### config.mk
export PLATFORM = sky130hd
export DESIGN_NAME = pe_dot_engine
export DESIGN_NICKNAME = d
export VERILOG_FILES = /design/src/rtl/pe_dot_engine.sv
export SDC_FILE = /design/constraint.sdc
export NUM_CORES = 1
export LEC_CHECK = 0
export BUFFER_PORTS_ARGS = -buffer_cell sky130_fd_sc_hd__buf_2
export CAP_MARGIN = 20
export CORE_ASPECT_RATIO = 1.5
export CORE_UTILIZATION = 24
export DETAILED_ROUTE_END_ITERATION = 10
export PLACE_DENSITY = 0.51
export REMOVE_ABC_BUFFERS = 1
export SETUP_SLACK_MARGIN = 0.05
export SLEW_MARGIN = 20
export SYNTH_ARGS = -nofsm -noshare
export SYNTH_HDL_FRONTEND = slang
export SYNTH_SLANG_ARGS = --single-unit
### constraint.sdc
create_clock -name clk -period 7.1 [get_ports clk]
set_input_delay 0.355 -clock clk [delete_from_list [all_inputs] [get_ports clk]]
set_output_delay 0.355 -clock clk [all_outputs]
set_load 0.03 [all_outputs]
### src/rtl/pe_dot_engine.sv
// pe_dot_engine: signed dot product of two C-element vectors, P multiplies per
// cycle, with a full-precision result and a shifted/narrowed copy.
//
// Ports:
//   clk, rst            rising-edge clock, synchronous active-high reset
//   in_valid/in_ready   accept handshake for the x/k/shift operands
//   x, k                signed operand vectors (C elements of W_X / W_K bits)
//   shift               right-shift amount applied to the result for y_out
//   out_valid/out_ready result handshake
//   y_out               acc >>> shift narrowed to W_X bits
//   acc_out             full-precision W_Y-bit dot product
//   busy                operation in flight (RUN or DONE)
//
// Build option: define PE_DOT_SAT_EN to saturate y_out instead of wrapping it.
module pe_dot_engine #(
  parameter int unsigned C   = 8,
  parameter int unsigned W_X = 8,
  parameter int unsigned W_K = 8,
  parameter int unsigned P   = 2,
  localparam int unsigned W_M = W_X + W_K,
  localparam int unsigned W_Y = W_M + $clog2(C),
  localparam int unsigned N   = C / P,
  localparam int unsigned W_S = $clog2(W_Y)
) (
  input  logic                        clk,
  input  logic                        rst,
  input  logic                        in_valid,
  output logic                        in_ready,
  input  logic [C-1:0][W_X-1:0]       x,
  input  logic [C-1:0][W_K-1:0]       k,
  input  logic [W_S-1:0]              shift,
  output logic                        out_valid,
  input  logic                        out_ready,
  output logic signed [W_X-1:0]       y_out,
  output logic signed [W_Y-1:0]       acc_out,
  output logic                        busy
);

  localparam int unsigned W_I = (N > 1) ? $clog2(N) : 1;
  localparam int unsigned W_C = (C > 1) ? $clog2(C) : 1;

`ifdef PE_DOT_SAT_EN
  localparam logic signed [W_Y-1:0] Y_MAX = W_Y'((2 ** (W_X - 1)) - 1);
  localparam logic signed [W_Y-1:0] Y_MIN = ~Y_MAX;
`endif

  typedef enum logic [1:0] {
    IDLE = 2'd0,
    RUN  = 2'd1,
    DONE = 2'd2
  } state_e;

  state_e                    state_q, state_d;
  logic [C-1:0][W_X-1:0]     x_q, x_d;
  logic [C-1:0][W_K-1:0]     k_q, k_d;
  logic [W_S-1:0]            shift_q, shift_d;
  logic signed [W_Y-1:0]     acc_q, acc_d;
  logic [W_I-1:0]            idx_q, idx_d;
  logic signed [W_X-1:0]     y_q, y_d;
  logic                      in_ready_q, in_ready_d;
  logic                      out_valid_q, out_valid_d;
  logic                      busy_q, busy_d;

  logic [W_C-1:0]            elem;
  logic signed [W_M-1:0]     x_ext, k_ext, prod;
  logic signed [W_Y-1:0]     beat_sum, acc_next, shifted;
  logic signed [W_X-1:0]     y_narrow;
  int unsigned               sh_eff;

  // Next-state, datapath and output-flag computation.
  always_comb begin
    state_d     = state_q;
    x_d         = x_q;
    k_d         = k_q;
    shift_d     = shift_q;
    acc_d       = acc_q;
    idx_d       = idx_q;
    y_d         = y_q;
    elem        = '0;
    x_ext       = '0;
    k_ext       = '0;
    prod        = '0;
    beat_sum    = '0;

    // Sum of the P products belonging to the current beat.
    for (int i = 0; i < int'(P); i++) begin
      elem     = W_C'(int'(idx_q) * int'(P) + i);
      x_ext    = W_M'($signed(x_q[elem]));
      k_ext    = W_M'($signed(k_q[elem]));
      prod     = x_ext * k_ext;
      beat_sum = beat_sum + W_Y'(prod);
    end
    acc_next = acc_q + beat_sum;

    // Shifts beyond the accumulator width collapse to a sign fill.
    sh_eff  = (int'(shift_q) >= int'(W_Y)) ? (W_Y - 1) : int'(shift_q);
    shifted = acc_next >>> sh_eff;

`ifdef PE_DOT_SAT_EN
    if (shifted > Y_MAX) begin
      y_narrow = W_X'(Y_MAX);
    end else if (shifted < Y_MIN) begin
      y_narrow = W_X'(Y_MIN);
    end else begin
      y_narrow = W_X'(shifted);
    end
`else
    y_narrow = W_X'(shifted);
`endif

    case (state_q)
      IDLE: begin
        if (in_valid) begin
          x_d     = x;
          k_d     = k;
          shift_d = shift;
          acc_d   = '0;
          idx_d   = '0;
          y_d     = '0;
          state_d = RUN;
        end
      end
      RUN: begin
        acc_d = acc_next;
        idx_d = idx_q + W_I'(1);
        if (idx_q == W_I'(N - 1)) begin
          idx_d   = '0;
          y_d     = y_narrow;
          state_d = DONE;
        end
      end
      DONE: begin
        if (out_ready) begin
          state_d = IDLE;
        end
      end
      default: state_d = IDLE;
    endcase

    in_ready_d  = (state_d == IDLE);
    out_valid_d = (state_d == DONE);
    busy_d      = (state_d != IDLE);
  end

  // State and output registers.
  always_ff @(posedge clk) begin
    if (rst) begin
      state_q     <= IDLE;
      x_q         <= '0;
      k_q         <= '0;
      shift_q     <= '0;
      acc_q       <= '0;
      idx_q       <= '0;
      y_q         <= '0;
      in_ready_q  <= 1'b1;
      out_valid_q <= 1'b0;
      busy_q      <= 1'b0;
    end else begin
      state_q     <= state_d;
      x_q         <= x_d;
      k_q         <= k_d;
      shift_q     <= shift_d;
      acc_q       <= acc_d;
      idx_q       <= idx_d;
      y_q         <= y_d;
      in_ready_q  <= in_ready_d;
      out_valid_q <= out_valid_d;
      busy_q      <= busy_d;
    end
  end

  assign in_ready  = in_ready_q;
  assign out_valid = out_valid_q;
  assign busy      = busy_q;
  assign acc_out   = acc_q;
  assign y_out     = y_q;

endmodule

==> Yosys cells after proc, flatten, opt, wreduce, memory -nomap -nowiden <==
Cells that the tools add are included.
{ "word_totals": {"output_inout_bits": 30, "reg_bits": 167, "wordCells": 68} }
{ "op_classes": {"shift": 1, "mul": 2, "add_sub_neg": 4, "eq_ne": 6, "n_reduce_logical": 7, "n_lt_le_gt_ge": 3, "mux": 21} }
{ "op_table": {"columns": ["operator", "n"], "rows": [
  ["$bmux W8 S3", 2],
  ["$mux W8", 6],
  ["$pmux W19 S2", 1],
  ["$bmux W8 S2", 2],
  ["$mul A8 B8 Y16", 2],
  ["$add A19 B17 Y19", 1],
  ["$mux W19", 1],
  ["$sshr A19 B5 Y8", 1],
  ["$add A16 B16 Y17", 1],
  ["$pmux W8 S2", 1],
  ["$mux W2", 5],
  ["$lt A3 B4 Y1 const B", 2],
  ["$eq A2 B2 Y1 const B", 3],
  ["$pmux W2 S3", 1],
  ["$ge A5 B5 Y1 const B", 1],
  ["$mux W5", 1],
  ["$logic_not A2 Y1", 2],
  ["$ne A2 B2 Y1 const B", 2],
  ["$pmux W2 S2", 1],
  ["$reduce_and A2 Y1", 2],
  ["$reduce_bool A2 Y1", 2],
  ["$add A3 B1 Y3 const B", 1],
  ["$reduce_and A3 Y1", 1],
  ["$add A2 B1 Y2 const B", 1],
  ["$eq A2 B1 Y1 const B", 1]
]} }

==> Longest topological paths before layout <==
{ "logic_depth": {"word_depth": 9, "mapped_depth": 29, "depth_no_buf": 25} }

==> Worst setup path before layout <==
OpenSTA, ideal clock, no wires.
{ "synth_timing": {"path_type": "reg-to-reg", "startpoint": "register idx_q[0]", "endpoint": "register y_q[5] (netlist: y_out[5])", "path_stages_with_launch": 27, "path_buffers": 3, "setup_ps": 70, "t_required_ps": 7030, "slack_ps": -779, "t_arrival_ps": 7808, "path_cell_list": "dfxtp_1 > buf_6 > buf_1 > clkbuf_1 > mux4_2 > nand2_1 > inv_1 > fa_1 > inv_1 > fa_1 > inv_1 > fa_1 > fa_1 > fa_1 > inv_1 > fa_1 > inv_1 > ha_1 > o21a_1 > nor2_1 > nor3b_1 > or2_2 > or3b_4 > a31oi_4 > o31ai_1 > or4b_1 > a21oi_1"} }
{ "synth_via": {"elab_chain_len": 9, "elab_cells_between_ends": 19, "classes_between": "3 x add/sub; 2 x mul; 2 x eq/ne; 1 x shift; 10 x mux; 1 x reduce/logical"} }
{ "synth_lines": {"columns": ["element", "line_no", "text"], "rows": [
  ["start: declaration", "58", "logic [W_I-1:0] idx_q, idx_d;"],
  ["start signal: assignment", "164", "idx_q <= idx_d;"],
  ["$add A3 B1 Y3", "87", "elem = W_C'(int'(idx_q) * int'(P) + i);"],
  ["$bmux W8 S3, on equally long branches", "88, 89", null],
  ["$mux W8, on equally long branches", "88, 89", null],
  ["$mul A8 B8 Y16", "90", "prod = x_ext * k_ext;"],
  ["$add A16 B16 Y17", "91", "beat_sum = beat_sum + W_Y'(prod);"],
  ["$add A19 B17 Y19", "93", "acc_next = acc_q + beat_sum;"],
  ["$sshr A19 B5 Y8", "97", "shifted = acc_next >>> sh_eff;"],
  ["$mux W8", "126", "if (idx_q == W_I'(N - 1)) begin"],
  ["$pmux W8 S2", "111", "case (state_q)"],
  ["end signal: assignment", "165", "y_q <= y_d;"],
  ["end: declaration", "59", "logic signed [W_X-1:0] y_q, y_d;"]
]} }
Parallel ways exist; a longest one is shown, timed or not. The select of a mux whose other input is x is not followed.
A chain may end at the register's enable or synchronous reset.

==> Worst setup path after layout <==
Same ends and word-level chain as after synthesis.

==> out/qor.csv <==
stage,metric,value,unit
run_status,outcome,finished with violations,
run_status,failing checks,negative setup slack,
yosys,"Async S/R FF share, synth",0,%
yosys,Netlist cell types,67,
global_route,first-pass GRT wire length,69900,microns
sta,Setup-failing EPs final,3,
final_layout,layout filler cell count,6105,
sta,Tmin final,7.17,ns
clock_network,hold_buf cts,0,
die,initial core utilization,24.3,%
clock_network,CTS tree,built,
sta,WHS,0.118,ns
die,Core Region,0.0580,sq mm
place,Final GP Congestion,0.922,
final_layout,antenna fix cells,0,
pwr,peak supply drop,0.266,mV
sta,Worst-Margin Slew,0.977,ns
die,FP Rows,108,
sta,Peak Freq,140,MHz
place,DP Wirelength,36100,microns
sta,Slew HR,34.8,%
route,DRT Pass-1 Iters,4,
clock_network,H-Tree Depth,4,
hold_path,hold path endpoint,shift_q[4]$_SDFFE_PP0P_,
sta,max-slew violations,0,
route,number of antenna-violating nets in the routed design,0,
pwr,P_leak,8.34,nW
setup_path,Worst path most repeated cell,fa_1,
route,Initial DRC Count,378,
yosys,number of flops mapped to enable cells by yosys,0,
place,pre-CTS WS,-0.231,ns
global_route,largest net degree at the start of global routing,89,
yosys,cells after synthesis,1619,
hold_path,HP Class,input pin to flop,
global_route,global route total overflow,0,
yosys,share of the yosys chip area belonging to registers,23.7,%
final_layout,Nets,2276,
clock_network,clk_lat worst skew,0.47,ns
setup_path,CP endpoint kind,flop,
global_route,vias in the first global route,12784,
final_layout,Finished Layout Cells,2670,
sta,final hold violations,0,
route,Vias,11833,
global_route,Total Routing Usage GR,15.4,%
global_route,initial antenna violation count,0,
clock_network,"Reg clk slew, reported paths",0.08,ns
pwr,pwr/cell area,260,mW/mm^2
route,# DRC,0,
yosys,mapped cell area,0.0141,sq mm
setup_path,critical path startpoint category,flop,
die,die area,0.0598,sq mm
final_layout,area of the multi-input gates,0.0101,sq mm
sta,unrepaired setup endpoints after global routing,true,
clock_network,Max Buffers Root-to-Sink,2,
pwr,Total Power,4.73,mW
sta,Setup Skew,0.0156,ns
final_layout,fraction of layout cells with a size suffix above 1,26.4,%
place,input/output buffers,166,
setup_path,"Data arrival, critical path",7.57,ns
yosys,synth warn,0,
final_layout,Layout area overhead,29.0,%
hold_path,WHS Path Cells,3,
yosys,syn_area_per_cell,8.72,sq um
hold_path,hold path startpoint,shift[4],
sta,period utilization,101,%
setup_path,crit-path max cell delay,0.64,ns
yosys,#FFs+latches synth,167,
yosys,Area contributors post-synth,"fa_1 24%, dfxtp_1 24%, nand2_1 8.9%, ha_1 7.3%, inv_1 6.3%",
clock_network,TritonCTS Buffers,17,
run,Maximum Capacitance Violations,0,
setup_path,CP max stage cell,mux4_2,
clock_network,CTS root buf,clkbuf_16,
setup_path,Worst EP required,7.50,ns
sta,Setup WS post-layout,-0.0652,ns
yosys,most used flip-flop cell after synthesis,dfxtp_1,
setup_path,reg2reg start,idx_q[0]$_SDFFE_PP0P_,
setup_path,type of the worst setup path,flop to flop,
setup_path,RR Endpoint,y_out[5]$_SDFFE_PP0P_,
route,drt wl/cell,16.7,microns
die,die height,299,microns
yosys,Synth top area share,24.0,%
place,Cells after DPL,2618,
setup_path,flop2flop setup slack,-0.07,ns
setup_path,number of cells on the worst reg-to-reg path,25,
die,Die W,200,microns
route,WL final,44500,microns
clock_network,# clock sinks,167,
route,vias per cell,4.43,
setup_path,Max Fanout on Critical Path,8,
die,I/O pins,167,
final_layout,Register Area,0.00335,sq mm
yosys,cell taking the most area after synthesis,fa_1,
==> state kept, by name (all words and copies together) (netlist names) <==
signal     cells
acc_out       19
busy           1
idx_q          2
in_ready       1
k_q           64
out_valid      1
shift_q        5
state_q        2
x_q           64
y_out          8
==> cells in the final DEF (no fill, tap or decap), types with 12 or more instances in the layout <==
master       n
a21oi_1    156
a22oi_1     21
and2_1      71
buf_2      165
buf_4      141
clkbuf_16   19
dfxtp_1    165
fa_1       159
ha_1        73
inv_1      232
mux4_2      32
nand2_1    327
nor2_1      59
o21ai_0     12
xnor2_1     12
==> layer usage <==
| metal | GRT usage (%) | wire [microns] |
|---|---|---|
| met1 | 16.9 | 17500 |
| met2 | 28.7 | 24300 |
| met3 | 2.10 | 1060 |
| met5 | 0 | 0 |
| met4 | 7.32 | 1600 |
==> layout make-up <==
cell class | count | share of cell area [%]
Multi-Input combinational cell | 1138 | 55.6
Sequential cell | 167 | 18.4
Timing Repair Buffer | 326 | 12.1
Tap cell | 770 | 5.29
Inverter | 238 | 4.91
Clock buffer | 18 | 2.36
Clock inverter | 13 | 1.33
==> critical path, delay by kind of cell, from the launching register on <==
family                     cells  cell delay [ns]
AOI/OAI and AO/OA              4             0.73
and+or+nand+nor                6             1.30
buffers and inverters          7             0.66
muxes                          1             0.64
adders and majority gates      7             3.29
DFF                            1             0.44
==> report_power, final <==
group          switching [mW]  internal [mW]
sequential             0.0600           1.00
combinational            1.35           1.20
clock                   0.442          0.665
==> kinds of logic (layout without fill, tap and decap cells) <==
logic type                 count (synthesis)  after routing  share of synthesized area, %
and+or+nand+nor                          535            535                          16.7
DFF                                      167            167                          23.7
AOI/OAI and AO/OA                        283            283                          12.2
xor gates and xnor gates                  17             17                          1.06
muxes                                     52             52                          6.59
adders and majority gates                251            251                          31.2
buffers and inverters                    314            595                          8.46
==> cell usage after synthesis (3+ instances only) <==
library cell	count
a211o_1	4
a211oi_1	14
a21o_1	5
a21oi_1	162
a22oi_1	23
a31oi_1	5
and2_1	80
and3_1	3
and4_1	3
buf_1	6
clkbuf_1	68
dfxtp_1	167
fa_1	169
ha_1	82
inv_1	238
mux2_2	4
mux2i_1	16
mux4_2	31
nand2_1	333
nand2b_1	3
nand3_1	10
nor2_1	63
nor2b_1	7
nor3_1	14
o211ai_1	6
o21a_1	5
o21ai_0	17
o21ai_1	5
o311ai_0	3
o31ai_1	4
or2_2	6
xnor2_1	14
xor2_1	3
==> through the flow <==
step	TNS, ns	instance area (sq um)	utilization [%]
final	-0.119	18200	31.4
after global routing	-1.76	18200	31.4
after CTS	-0.194	17700	30.6
after detailed placement	-1.54	16700	28.9
after global placement	-1.52	16700	28.9
after floorplan	-8.92	13800	-
==> worst max-delay path by stage <==
stage	start	to	slack [ns]	cells past startpoint
after floorplan	idx_q[0]$_SDFFE_PP0P_	y_out[5]$_SDFFE_PP0P_	-1.09	23
after global placement	idx_q[1]$_SDFFE_PP0P_	y_out[5]$_SDFFE_PP0P_	-0.25	25
after detailed placement	idx_q[1]$_SDFFE_PP0P_	y_out[5]$_SDFFE_PP0P_	-0.23	25
after CTS	idx_q[0]$_SDFFE_PP0P_	y_out[7]$_SDFFE_PP0P_	-0.08	25
after global routing	idx_q[0]$_SDFFE_PP0P_	y_out[0]$_SDFFE_PP0P_	-0.28	24
final	idx_q[0]$_SDFFE_PP0P_	y_out[5]$_SDFFE_PP0P_	-0.07	25
==> repair_timing <==
item / in CTS / in global routing
cloned: 1 / 2
buffers inserted: 6 / 12
pin swaps: 22 / 39
endpoints found under the setup margin: 8 / 9
resized for setup: 64 / 73
(Power assumes the default switching activity.)
